<file path="config.mk">
export PLATFORM = sky130hd
export DESIGN_NAME = addsub_seq
export DESIGN_NICKNAME = d
export VERILOG_FILES = /design/src/rtl/addsub_seq.sv
export SDC_FILE = /design/constraint.sdc
export NUM_CORES = 1
export LEC_CHECK = 0
export BUFFER_PORTS_ARGS = -buffer_cell sky130_fd_sc_hd__buf_4
export CORE_MARGIN = 3
export CORE_UTILIZATION = 59
export CTS_CLUSTER_DIAMETER = 40
export DETAILED_ROUTE_END_ITERATION = 8
export GPL_ROUTABILITY_DRIVEN = 1
export PLACE_DENSITY = 0.85
export SLEW_MARGIN = 40
export SYNTH_ARGS = -nofsm -noshare
export SYNTH_HDL_FRONTEND = slang
export SYNTH_SLANG_ARGS = --single-unit
</file>
<file path="constraint.sdc">
create_clock -name clk -period 9.19 [get_ports clk]
set_input_delay 1.3785 -clock clk [delete_from_list [all_inputs] [get_ports clk]]
set_output_delay 1.3785 -clock clk [all_outputs]
set_load 0.01 [all_outputs]
</file>
<file path="src/rtl/addsub_seq.sv">
// addsub_seq: digit-serial adder/subtractor, one SLICE-bit slice per clock with a carry register.
// Optional build macro ADDSUB_SEQ_SAT_EN adds a Sat input that clamps signed overflow to the limits.
module addsub_seq #(
    parameter int unsigned WIDTH = 32,
    parameter int unsigned SLICE = 4
) (
    input  logic             clk,
    input  logic             rst,
    input  logic             in_valid,
    output logic             in_ready,
    input  logic [WIDTH-1:0] X,
    input  logic [WIDTH-1:0] Y,
    input  logic             Sub,
`ifdef ADDSUB_SEQ_SAT_EN
    input  logic             Sat,
`endif
    output logic             out_valid,
    input  logic             out_ready,
    output logic [WIDTH-1:0] S,
    output logic             Cout,
    output logic             V,
    output logic             Z,
    output logic             N
);

    localparam int unsigned NSL = WIDTH / SLICE;
    localparam int unsigned CW  = (NSL > 1) ? $clog2(NSL) : 1;
    localparam int unsigned SW  = SLICE + 1;

    typedef enum logic [1:0] {IDLE, RUN, DONE} state_e;

    state_e           state_q;
    logic [CW-1:0]    cnt_q;
    logic             carry_q;
    logic [WIDTH-1:0] x_q;
    logic [WIDTH-1:0] y_q;
    logic [WIDTH-1:0] s_q;
    logic             in_ready_q;
    logic             out_valid_q;
    logic             cout_q;
    logic             v_q;
    logic             z_q;
    logic             n_q;
`ifdef ADDSUB_SEQ_SAT_EN
    logic             sat_q;
`endif

    logic [SLICE-1:0] xs_c;
    logic [SLICE-1:0] ys_c;
    logic [SW-1:0]    sum_c;
    logic             last_c;
    logic [WIDTH-1:0] s_d;
    logic [WIDTH-1:0] res_d;
    logic             v_d;

    // Slice datapath: select slice k, add with carry, merge into the partial result.
    always_comb begin
        xs_c = '0;
        ys_c = '0;
        for (int unsigned i = 0; i < NSL; i++) begin
            if (cnt_q == CW'(i)) begin
                xs_c = x_q[i*SLICE +: SLICE];
                ys_c = y_q[i*SLICE +: SLICE];
            end
        end
        sum_c = SW'(xs_c) + SW'(ys_c) + SW'(carry_q);
        s_d   = s_q;
        for (int unsigned i = 0; i < NSL; i++) begin
            if (cnt_q == CW'(i)) begin
                s_d[i*SLICE +: SLICE] = sum_c[SLICE-1:0];
            end
        end
        last_c = (cnt_q == CW'(NSL - 1));
        v_d    = (x_q[WIDTH-1] == y_q[WIDTH-1]) && (s_d[WIDTH-1] != x_q[WIDTH-1]);
        res_d  = s_d;
`ifdef ADDSUB_SEQ_SAT_EN
        if (sat_q && v_d) begin
            res_d = x_q[WIDTH-1] ? {1'b1, {(WIDTH-1){1'b0}}} : {1'b0, {(WIDTH-1){1'b1}}};
        end
`endif
    end

    always_ff @(posedge clk) begin
        if (rst) begin
            state_q     <= IDLE;
            cnt_q       <= '0;
            carry_q     <= 1'b0;
            x_q         <= '0;
            y_q         <= '0;
            s_q         <= '0;
            in_ready_q  <= 1'b1;
            out_valid_q <= 1'b0;
            cout_q      <= 1'b0;
            v_q         <= 1'b0;
            z_q         <= 1'b0;
            n_q         <= 1'b0;
`ifdef ADDSUB_SEQ_SAT_EN
            sat_q       <= 1'b0;
`endif
        end else begin
            case (state_q)
                IDLE: begin
                    if (in_valid && in_ready_q) begin
                        x_q        <= X;
                        y_q        <= Y ^ {WIDTH{Sub}};
                        carry_q    <= Sub;
                        cnt_q      <= '0;
`ifdef ADDSUB_SEQ_SAT_EN
                        sat_q      <= Sat;
`endif
                        in_ready_q <= 1'b0;
                        state_q    <= RUN;
                    end
                end
                RUN: begin
                    carry_q <= sum_c[SLICE];
                    cnt_q   <= cnt_q + CW'(1);
                    if (last_c) begin
                        // Flags report the wrapped result; Z follows the (possibly clamped) S.
                        s_q         <= res_d;
                        cout_q      <= sum_c[SLICE];
                        v_q         <= v_d;
                        z_q         <= (res_d == '0);
                        n_q         <= s_d[WIDTH-1];
                        out_valid_q <= 1'b1;
                        state_q     <= DONE;
                    end else begin
                        s_q <= s_d;
                    end
                end
                DONE: begin
                    if (out_ready) begin
                        out_valid_q <= 1'b0;
                        in_ready_q  <= 1'b1;
                        state_q     <= IDLE;
                    end
                end
                default: begin
                    state_q <= IDLE;
                end
            endcase
        end
    end

    assign in_ready  = in_ready_q;
    assign out_valid = out_valid_q;
    assign S         = s_q;
    assign Cout      = cout_q;
    assign V         = v_q;
    assign Z         = z_q;
    assign N         = n_q;

endmodule

</file>
; After elaboration in Yosys (flattened, before gate mapping)
; Cells that the tools add are included.
[word_totals]
reg_bits = 108
in_bits = 69
out_inout_bits = 38
elab_cells = 82
[op_classes]
n_addsub = 3
eq_ne = 14
muxes = 38
n_bitwise = 1
n_reduce_logical = 14
[op_table]
columns = cell, n
row1 = $mux W4, 24
row2 = $logic_not A32 Y1, 1
row3 = $xor A32 B32 Y32, 1
row4 = $eq A3 B3 Y1 const B, 4
row5 = $reduce_and A3 Y1, 3
row6 = $eq A3 B2 Y1 const B, 2
row7 = $mux W2, 3
row8 = $ne A2 B2 Y1 const B, 3
row9 = $pmux W1 S2, 3
row10 = $pmux W2 S3, 1
row11 = $pmux W3 S2, 1
row12 = $reduce_and A2 Y1, 3
row13 = $reduce_bool A2 Y1, 3
row14 = $add A4 B4 Y5, 1
row15 = $add A5 B1 Y5, 1
row16 = $mux W1, 5
row17 = $add A3 B1 Y3 const B, 1
row18 = $eq A3 B1 Y1 const B, 1
row19 = $logic_not A3 Y1, 1
row20 = $mux W3, 1
row21 = $eq A2 B1 Y1 const B, 1
row22 = $eq A2 B2 Y1 const B, 1
row23 = $logic_and A1 B1 Y1, 2
row24 = $logic_not A2 Y1, 1
row25 = other kinds (2), 2

; Logic depth before layout (Yosys ltp)
; Gate-level depths: netlist of run 1.
[depth]
ltp_word = 14
ltp_mapped = 17

; Worst setup path after synthesis of run 1
; Ideal clock, no wire load.
[synth_timing]
path_kind = register to register
start = reg cnt_q[1]
end = reg z_q (netlist: Z)
arrival_time_ns = 3.341
t_required_ns = 9.106
setup_slack_ns = 5.765
stages_incl_launch_ff = 18
path_buffers = 3
synth_period_minus_slack_ns = 3.425
path_cell_list = dfxtp_1 -> inv_1 -> ha_1 -> buf_6 -> buf_4 -> nand3b_1 -> a21oi_1 -> a21oi_1 -> o311ai_0 -> a221oi_1 -> fa_1 -> inv_1 -> fa_1 -> clkbuf_1 -> o22ai_1 -> o21ai_0 -> nand4b_1 -> o31ai_2
[synth_between]
elab_chain_cells = 13
elab_cells_between_ends = 36
cone_classes = add/sub (2) / eq/ne (7) / mux (24) / reduce/logical (3)
[synth_rtl]
columns = item, line
row1 = start: declaration, 33  ; logic [CW-1:0] cnt_q;
row2 = start signal: assignment, 117  ; cnt_q <= cnt_q + CW'(1);
row3 = $logic_not A3 Y1, "61, 69"
row4 = $mux W4 (8 in a row), 61  ; if (cnt_q == CW'(i)) begin
row5 = $add A4 B4 Y5, 66  ; sum_c = SW'(xs_c) + SW'(ys_c) + SW'(carry_q);
row6 = $add A5 B1 Y5, 66
row7 = $mux W4, 69  ; if (cnt_q == CW'(i)) begin
row8 = $logic_not A32 Y1, 123  ; z_q <= (res_d == '0);
row9 = end signal: assignment, 123
row10 = end: declaration, 42  ; logic z_q;
; Several ways; a longest one is shown, not always the timed one.
; A chain may end at the register's enable or synchronous reset.

; Worst setup path in the final report of run 1
[layout_timing]
start = reg cnt_q[2]
end = reg z_q (netlist: Z)
; Same word-level chain as after synthesis.

==> results of run 1 <==
## power by group through the flow
stage	sequential, mW	clock [mW]	combinational (mW)
after floorplan	0.519	0	0.141
after global placement	0.525	0	0.187
after detailed placement	0.525	0	0.193
after CTS	0.515	0.291	0.194
after global routing	0.518	0.310	0.217
final	0.515	0.288	0.197
## cells by family after synthesis
group	count (synthesis)
adder cells (fa/ha/maj)	11
XOR/XNOR	34
AND/OR/NAND/NOR	247
AO/OA/AOI/OAI	185
multiplexers	5
flip-flops	108
buffers and inverters	58
## placed cells by master (no fill, tap or decap), types with 2 or more instances in the layout
cell type / count
dfxtp_1: 108
a21o_1: 7
a211oi_1: 50
a21oi_1: 67
inv_6: 2
clkbuf_8: 11
nor2b_1: 7
ha_1: 8
xnor2_1: 32
buf_4: 105
a221o_1: 7
nand4b_1: 2
o21ai_0: 23
nand2_1: 97
nand3_1: 3
o31ai_1: 2
nor4_1: 2
buf_6: 3
and2b_1: 5
o22ai_1: 2
a31oi_1: 9
inv_1: 6
mux2i_1: 5
nand3b_1: 3
a221oi_1: 2
nand2b_1: 14
fa_1: 2
nor3_1: 4
nor2_1: 102
a32oi_1: 7
## synthesized netlist by cell type (4+ instances only)
library cell / count
a21oi_1: 67
a211oi_1: 50
nor2_1: 102
clkbuf_1: 25
o21ai_0: 23
a21o_1: 7
ha_1: 9
nand2b_1: 14
nor2b_1: 7
buf_2: 22
nor3_1: 4
xnor2_1: 32
a221o_1: 7
and2b_1: 5
mux2i_1: 5
a32oi_1: 7
nand2_1: 97
a31oi_1: 9
dfxtp_1: 108
inv_1: 6
## worst paths after layout
| check | start | depth (start not counted) | endpoint | slack, ns |
|---|---|---|---|---|
| worst min register to register | x_q[16] | 2 | x_q[16] | 0.47 |
| worst max-delay path | cnt_q[2] | 14 | Z | 4.79 |
| worst min-delay path | x_q[16] | 2 | x_q[16] | 0.47 |
| worst max register to register | cnt_q[2] | 14 | Z | 4.79 |
## flip-flops by register name, indices dropped and copies added, names as in the netlist
register / cells
x_q: 32
carry_q: 1
Cout: 1
in_ready: 1
state_q: 2
Z: 1
y_q: 32
cnt_q: 3
V: 1
out_valid: 1
N: 1
S: 32
## layer usage
metal / wire length, µm / up-vias
li1: - / 2371
met1: 5700 / 2217
met2: 6710 / 147
met3: 696 / 20
met4: 193 / 0
met5: 0 / -
## worst min-delay path, stage by stage (launching register included)
cell	delay, ns
dfxtp_1	0.32
nand2_1	0.05
a21oi_1	0.05
## area by class of cell
| type | count | area (µm²) | area share (%) |
|---|---|---|---|
| clock buffer | 11 | 151 | 2.47 |
| inverter | 6 | 22.5 | 0.367 |
| timing repair buffer | 108 | 822 | 13.4 |
| multi-input combinational | 482 | 2800 | 45.7 |
| sequential | 108 | 2160 | 35.2 |
| clock inverter | 5 | 42.5 | 0.693 |
| tap | 105 | 131 | 2.14 |
## stage by stage
step                instances  utilization, %  total power [mW]  hold WS (ns)
detailed placement        808            70.6             0.718         0.451
global placement          808            70.5             0.712         0.446
finish                    825            73.2              1.00         0.465
global route              825            73.2              1.05         0.488
CTS                       824            72.9              1.00         0.465
floorplan                 648               -             0.660         0.431
==> impl_results.md, run 1 <==
* Unique cell type count in the Yosys netlist at 50
* Root Driver: clkbuf_8
* RSZ-0062 raised after global routing: no
* Clock Skews at 0.0179 ns
* Critical Path AT at 4.70 ns
* Simple-Gate Fraction of Synth Area at 20.4%
* Vias in the first global route at 4572
* Psw at 300 µW
* Chip Width at 100 µm
* Area Overhead vs Synth at 17.6%
* Final instance area at 0.00613 mm²
* Synth Area in Adders at 2.93%
* Setup WS post-layout at 4.79 ns
* Final cycle utilization of the critical path at 47.9%
* FMAX at 227 MHz
* Post-Syn Area per Cell at 8.05 µm²
* Final ANT Viol Nets at 0
* Cell Chain, Critical Path: inv_1 -> ha_1 -> nor2_1 -> a32oi_1 -> a21oi_1 -> o21ai_1 -> fa_1 -> inv_1 -> fa_1 -> nor2b_1 -> a21oi_1 -> nor4_1 -> nand4b_1 -> o31ai_2
* Post-Syn Nets at 728
* Pre-CTS setup slack at 4.90 ns
* Io pins at 107
* Worst-Margin Slew at 0.779 ns
* IO Port Bufs at 106
* Post-CTS Setup Bufs at 0
* Filler cells at 682
* Layout cells sized above 1 at 18.6%
* Combinational fraction of design power at 19.7%
* Internal cell power at 700 µW
* CTS tree: yes
* CTS sink cnt at 108
* Largest net degree at the start of global routing at 110
* H-tree depth at 3
* Max-cap violations at 0
* Yosys top cell by area: dfxtp_1
* Critical path class: register to register
* Endpoint class of the critical path: register
* Synthesis Warnings at 0
* Synth async-reset ratio at 0%
* Endpoints failing setup at 0
* PostCTS Resize Cnt at 0
* Area fraction of the dominant cell type after synthesis at 41.4%
* GPL Wtd Cong at 0.914
* CP max stage cell: fa_1
* Wire length of the first global-routing pass at 21500 µm
* Slew margin rel. at 48.1%
* Post-synthesis mux area share at 0.959%
* Combinational family with the most area after synthesis: compound AO/OA/AOI/OAI gates
* GR Layer Usage met3 at 4.66%
* Routed length per instance at 16.1 µm
* Power density cells at 163 mW/mm²
* Yosys reg bits at 108
* Startpoint types: register
* Critical path buffer and inverter count at 2
* Final Max Slew Viols at 0
* CTS Hold Bufs at 0
* Top FF cell, synth: dfxtp_1
* Vias at 4755
* Switching share of total power at 30.0%
* Flop pwr share at 51.5%
* Critical path peak fanout at 15
* Gr usage total at 26.5%
* Met1 GRT Util at 34.0%
* Core outline area at 0.00838 mm²
* Clock Power Share at 28.8%
* DR iter-0 viols at 233
* Endpoints failing hold at 0
* Ant. Diodes at 0
* DRC viols at 0
* Remaining global-route overflow at 0
* Register area share after synthesis at 41.4%
* Status: completed
* TritonCTS buffer count at 9
* Clock Tree Buf Depth at 2
* Most Crowded Layer GR: met2
* Clk_lat worst skew at 0.38 ns
* Initial antenna violation count at 0
* Final worst path period need at 4.40 ns
* Final wirelength at 13300 µm
* CTS clk-pin slew, worst paths at 0.10 ns
* Post-synth EDFFs at 0
* Cells after Synth at 648
* Placed Instance Area at 0.00592 mm²
* Row count at 33
* Cell family contributing the most delay on the critical path: adder cells
* Global Route met2 Usage at 45.6%
* Setup TNS at 0 ns
* Worst EP required at 9.49 ns
* Final HPWL DP at 9370 µm
* Critical path's largest stage delay at 0.62 ns
* Die ar. at 0.0100 mm²
* Initial core utilization at 62.2%
* Die Y-Extent at 100 µm
* Maximum VDD drop at 0.0961 mV
* LEAKAGE at 2.37 nW
* DRT Pass-1 Iters at 5
* Compound-Gate Fraction of Synth Area at 23.1%
* Netlist Area Pre-Place at 0.00522 mm²
* Via density at 5.76
* Xor/xnor share of the synthesized area at 6.07%
* Synth top area cells: dfxtp_1, nor2_1, a211oi_1
* Worst min path class: register to register
* Nets@finish at 795
Power figures use the tool's default switching activity.
==> inputs of run 2 (changes only) <==
--- a/config.mk
+++ b/config.mk
@@ -5,13 +5,14 @@
 export SDC_FILE = /design/constraint.sdc
 export NUM_CORES = 1
 export LEC_CHECK = 0
+export ABC_AREA = 1
 export BUFFER_PORTS_ARGS = -buffer_cell sky130_fd_sc_hd__buf_4
 export CORE_MARGIN = 3
-export CORE_UTILIZATION = 59
+export CORE_UTILIZATION = 56
 export CTS_CLUSTER_DIAMETER = 40
 export DETAILED_ROUTE_END_ITERATION = 8
 export GPL_ROUTABILITY_DRIVEN = 1
-export PLACE_DENSITY = 0.85
+export PLACE_DENSITY = 0.81
 export SLEW_MARGIN = 40
 export SYNTH_ARGS = -nofsm -noshare
 export SYNTH_HDL_FRONTEND = slang
==> constraint.sdc (replaced) <==
create_clock -name clk -period 4.6 [get_ports clk]
set_input_delay 0.69 -clock clk [delete_from_list [all_inputs] [get_ports clk]]
set_output_delay 0.69 -clock clk [all_outputs]
set_load 0.01 [all_outputs]
==> run 2 against run 1 <==
- global-route usage grew 0.25 points
- core utilization shrank 3.7 points
- fmax grew 6.6%
- largest power group unchanged
- sequential power grew 110%
- worst hold slack lost 0.0026 ns
- clock power grew 110%
==> impl_results.md, run 2 <==
* Status: completed
* Combinational family with the most area after synthesis: simple AND/OR/NAND/NOR gates
* Netlist Area Pre-Place at 0.00558 mm²
* Final Util at 69.5%
* Io pins at 107
* LEAKAGE at 3.20 nW
* Internal cell power at 1.50 mW
* FMAX at 242 MHz
* Synth async-reset ratio at 0%
* Slew margin rel. at 54.1%
* Endpoints failing hold at 0
* Initial antenna violation count at 0
* Gr usage total at 26.7%
* Final worst path period need at 4.13 ns
* Final Max Slew Viols at 0
* Yosys top cell by area: dfxtp_1
* Nets@finish at 969
* Vias at 5463
* Cells after Synth at 811
* Area fraction of the dominant cell type after synthesis at 38.7%
* Clock Tree Buf Depth at 2
* Top FF cell, synth: dfxtp_1
* Worst EP required at 4.91 ns
* Worst-Margin Slew at 0.689 ns
* Non-filler cells, final at 1022
* Compound-Gate Fraction of Synth Area at 18.2%
* Clock Power Share at 26.5%
* Final HPWL DP at 10900 µm
* Worst R2R End: Z
* Worst Reg2Reg Path Length in Cells at 24
* Vias in the first global route at 5117
* Combinational fraction of design power at 25.6%
* Area Overhead vs Synth at 17.8%
* Placed Instance Area at 0.00638 mm²
* Layout cells sized above 1 at 16.9%
* Post-synthesis mux area share at 0%
* Register area share after synthesis at 38.7%
* Post-Syn Area per Cell at 6.88 µm²
* Post-CTS Setup Bufs at 0
* Post-synth EDFFs at 0
* Commonest non-fill, non-tap cell in the layout: nand2_1
* Top cells by count, synth: nand2_1, nor2_1, dfxtp_1, o21ai_0, inv_1
* Final ANT Viol Nets at 0
* Commonest cells after routing, fill and taps aside: nand2_1, nor2_1, buf_4
* Xor/xnor share of the synthesized area at 5.02%
* Clock Skews at 0.0132 ns
* Yosys reg bits at 108
* Chip Width at 106 µm
* Switching share of total power at 33.2%
* Critical Path AT at 4.44 ns
* Power density cells at 341 mW/mm²
* Final wirelength at 15000 µm
* Unique cell type count in the Yosys netlist at 32
* RR Startpoint: cnt_q[0]
* Final cycle utilization of the critical path at 89.7%
* Max-cap violations at 0
* Routed length per instance at 14.7 µm
* CTS Hold Bufs at 0
* DRC viols at 0
* Wire length of the first global-routing pass at 24200 µm
* Core outline area at 0.00946 mm²
* Worst min path class: register to register
* R2R setup slack at 0.47 ns
* Placed insts at 1007
* Hold Startpoint: y_q[16]
* Power, Total at 2.25 mW
* Initial core utilization at 59.0%
* GPL Wtd Cong at 0.908
* H-tree depth at 3
* Row count at 35
* Ant. Diodes at 0
* Largest net degree at the start of global routing at 84
* PostCTS Resize Cnt at 0
* DRT Pass-1 Iters at 5
* Critical path class: register to register
* Flop pwr share at 48.0%
* Psw at 746 µW
* Endpoint class of the critical path: register
* Critical path peak fanout at 13
* Synth top area cells: dfxtp_1, nand2_1, nor2_1
* Simple-Gate Fraction of Synth Area at 25.2%
* Maximum VDD drop at 0.167 mV
* Die Y-Extent at 106 µm
* Synth Area in Adders at 2.73%
* Final instance area at 0.00658 mm²
* Post-Syn Nets at 891
* Worst hold path cell count at 2
* Clk_lat worst skew at 0.38 ns
* Setup TNS at 0 ns
* IO Port Bufs at 106
* Startpoint types: register
* Remaining global-route overflow at 0
* Synthesis Warnings at 0
* Hold Path End: y_q[16]
* CTS sink cnt at 108
* Via density at 5.35
* DR iter-0 viols at 311
* Die ar. at 0.0112 mm²
* Most common cell in the netlist: nand2_1
* RSZ-0062 raised after global routing: no
* Root Driver: clkbuf_8
* TritonCTS buffer count at 9
* CTS clk-pin slew, worst paths at 0.10 ns
* Endpoints failing setup at 0
* CTS tree: yes
-- run 2: cell types whose count changed after synthesis, sizes merged, moves of 9 or more --
cell | before | now
a211oi | 50 | 10
a21oi | 67 | 54
a31oi | 9 | 0
buf | 27 | 15
inv | 6 | 92
nand2 | 97 | 162
nand2b | 14 | 0
nand3 | 3 | 47
nor2 | 103 | 123
o211ai | 0 | 19
o21ai | 24 | 89
xnor2 | 33 | 10
xor2 | 1 | 22
-- run 2: power by group through the flow --
stage | Clock [mW] | Combinational [mW] | Sequential, mW
after floorplan | 0 | 0.374 | 1.09
after global placement | 0 | 0.554 | 1.09
after detailed placement | 0 | 0.569 | 1.10
after CTS | 0.598 | 0.572 | 1.08
after global routing | 0.637 | 0.648 | 1.09
final | 0.595 | 0.574 | 1.08
-- run 2: worst max-delay path by stage --
| stage | startpoint | end | slack [ns] | cells past startpoint |
|---|---|---|---|---|
| 2_1_floorplan | cnt_q[2] | Z | 1.26 | 24 |
| 3_3_place_gp | cnt_q[0] | Z | 0.78 | 24 |
| 3_5_place_dp | cnt_q[1] | Z | 0.57 | 24 |
| 4_1_cts | cnt_q[0] | Z | 0.52 | 24 |
| 5_1_grt | cnt_q[0] | Z | 0.03 | 24 |
| 6_report | cnt_q[0] | Z | 0.47 | 24 |
-- run 2: cell families after synthesis --
kind of cell / count (synthesis)
simple gates: 337
xor+xnor: 32
flops: 108
fa+ha+maj: 11
buf+inv: 140
compound gates: 183
-- run 2: critical path, cell delays in order, from the launching register on --
cell      delay (ns)
dfxtp_1         0.42
ha_1            0.22
ha_1            0.45
inv_1           0.29
o21ai_0         0.20
o21bai_1        0.13
nand2_1         0.06
nand2_1         0.05
nand2_1         0.05
nand2_1         0.05
nand2_1         0.06
fa_1            0.35
inv_1           0.10
fa_1            0.45
inv_1           0.24
nand3_1         0.12
nand2_1         0.10
nand2_1         0.05
nor2_1          0.13
nand2_1         0.08
nor2_1          0.13
nand2_1         0.06
nor2_1          0.09
nand3_1         0.08
a21oi_1         0.11
-- run 2: cell type report --
class                      instances  area, µm²
inverter                          95        360
clock inverter                     6       72.6
fill                             849       2880
multi-input combinational        563       2860
clock buffer                       9        124
sequential                       108       2160
tap                              129        161
timing repair buffer             112        841
-- run 2: through the flow --
step / hold WS (ns) / setup WS [ns]
after global placement: 0.440 / 0.780
final: 0.463 / 0.473
after global routing: 0.474 / 0.0347
after CTS: 0.459 / 0.525
after detailed placement: 0.446 / 0.573
after floorplan: 0.425 / 1.26
-- run 2: routing by layer --
layer	wire [µm]	vias up	GRT usage, %
li1	-	2750	-
met1	6500	2485	33.9
met2	7250	200	46.1
met3	934	28	4.47
met4	312	0	8.51
met5	0	-	0
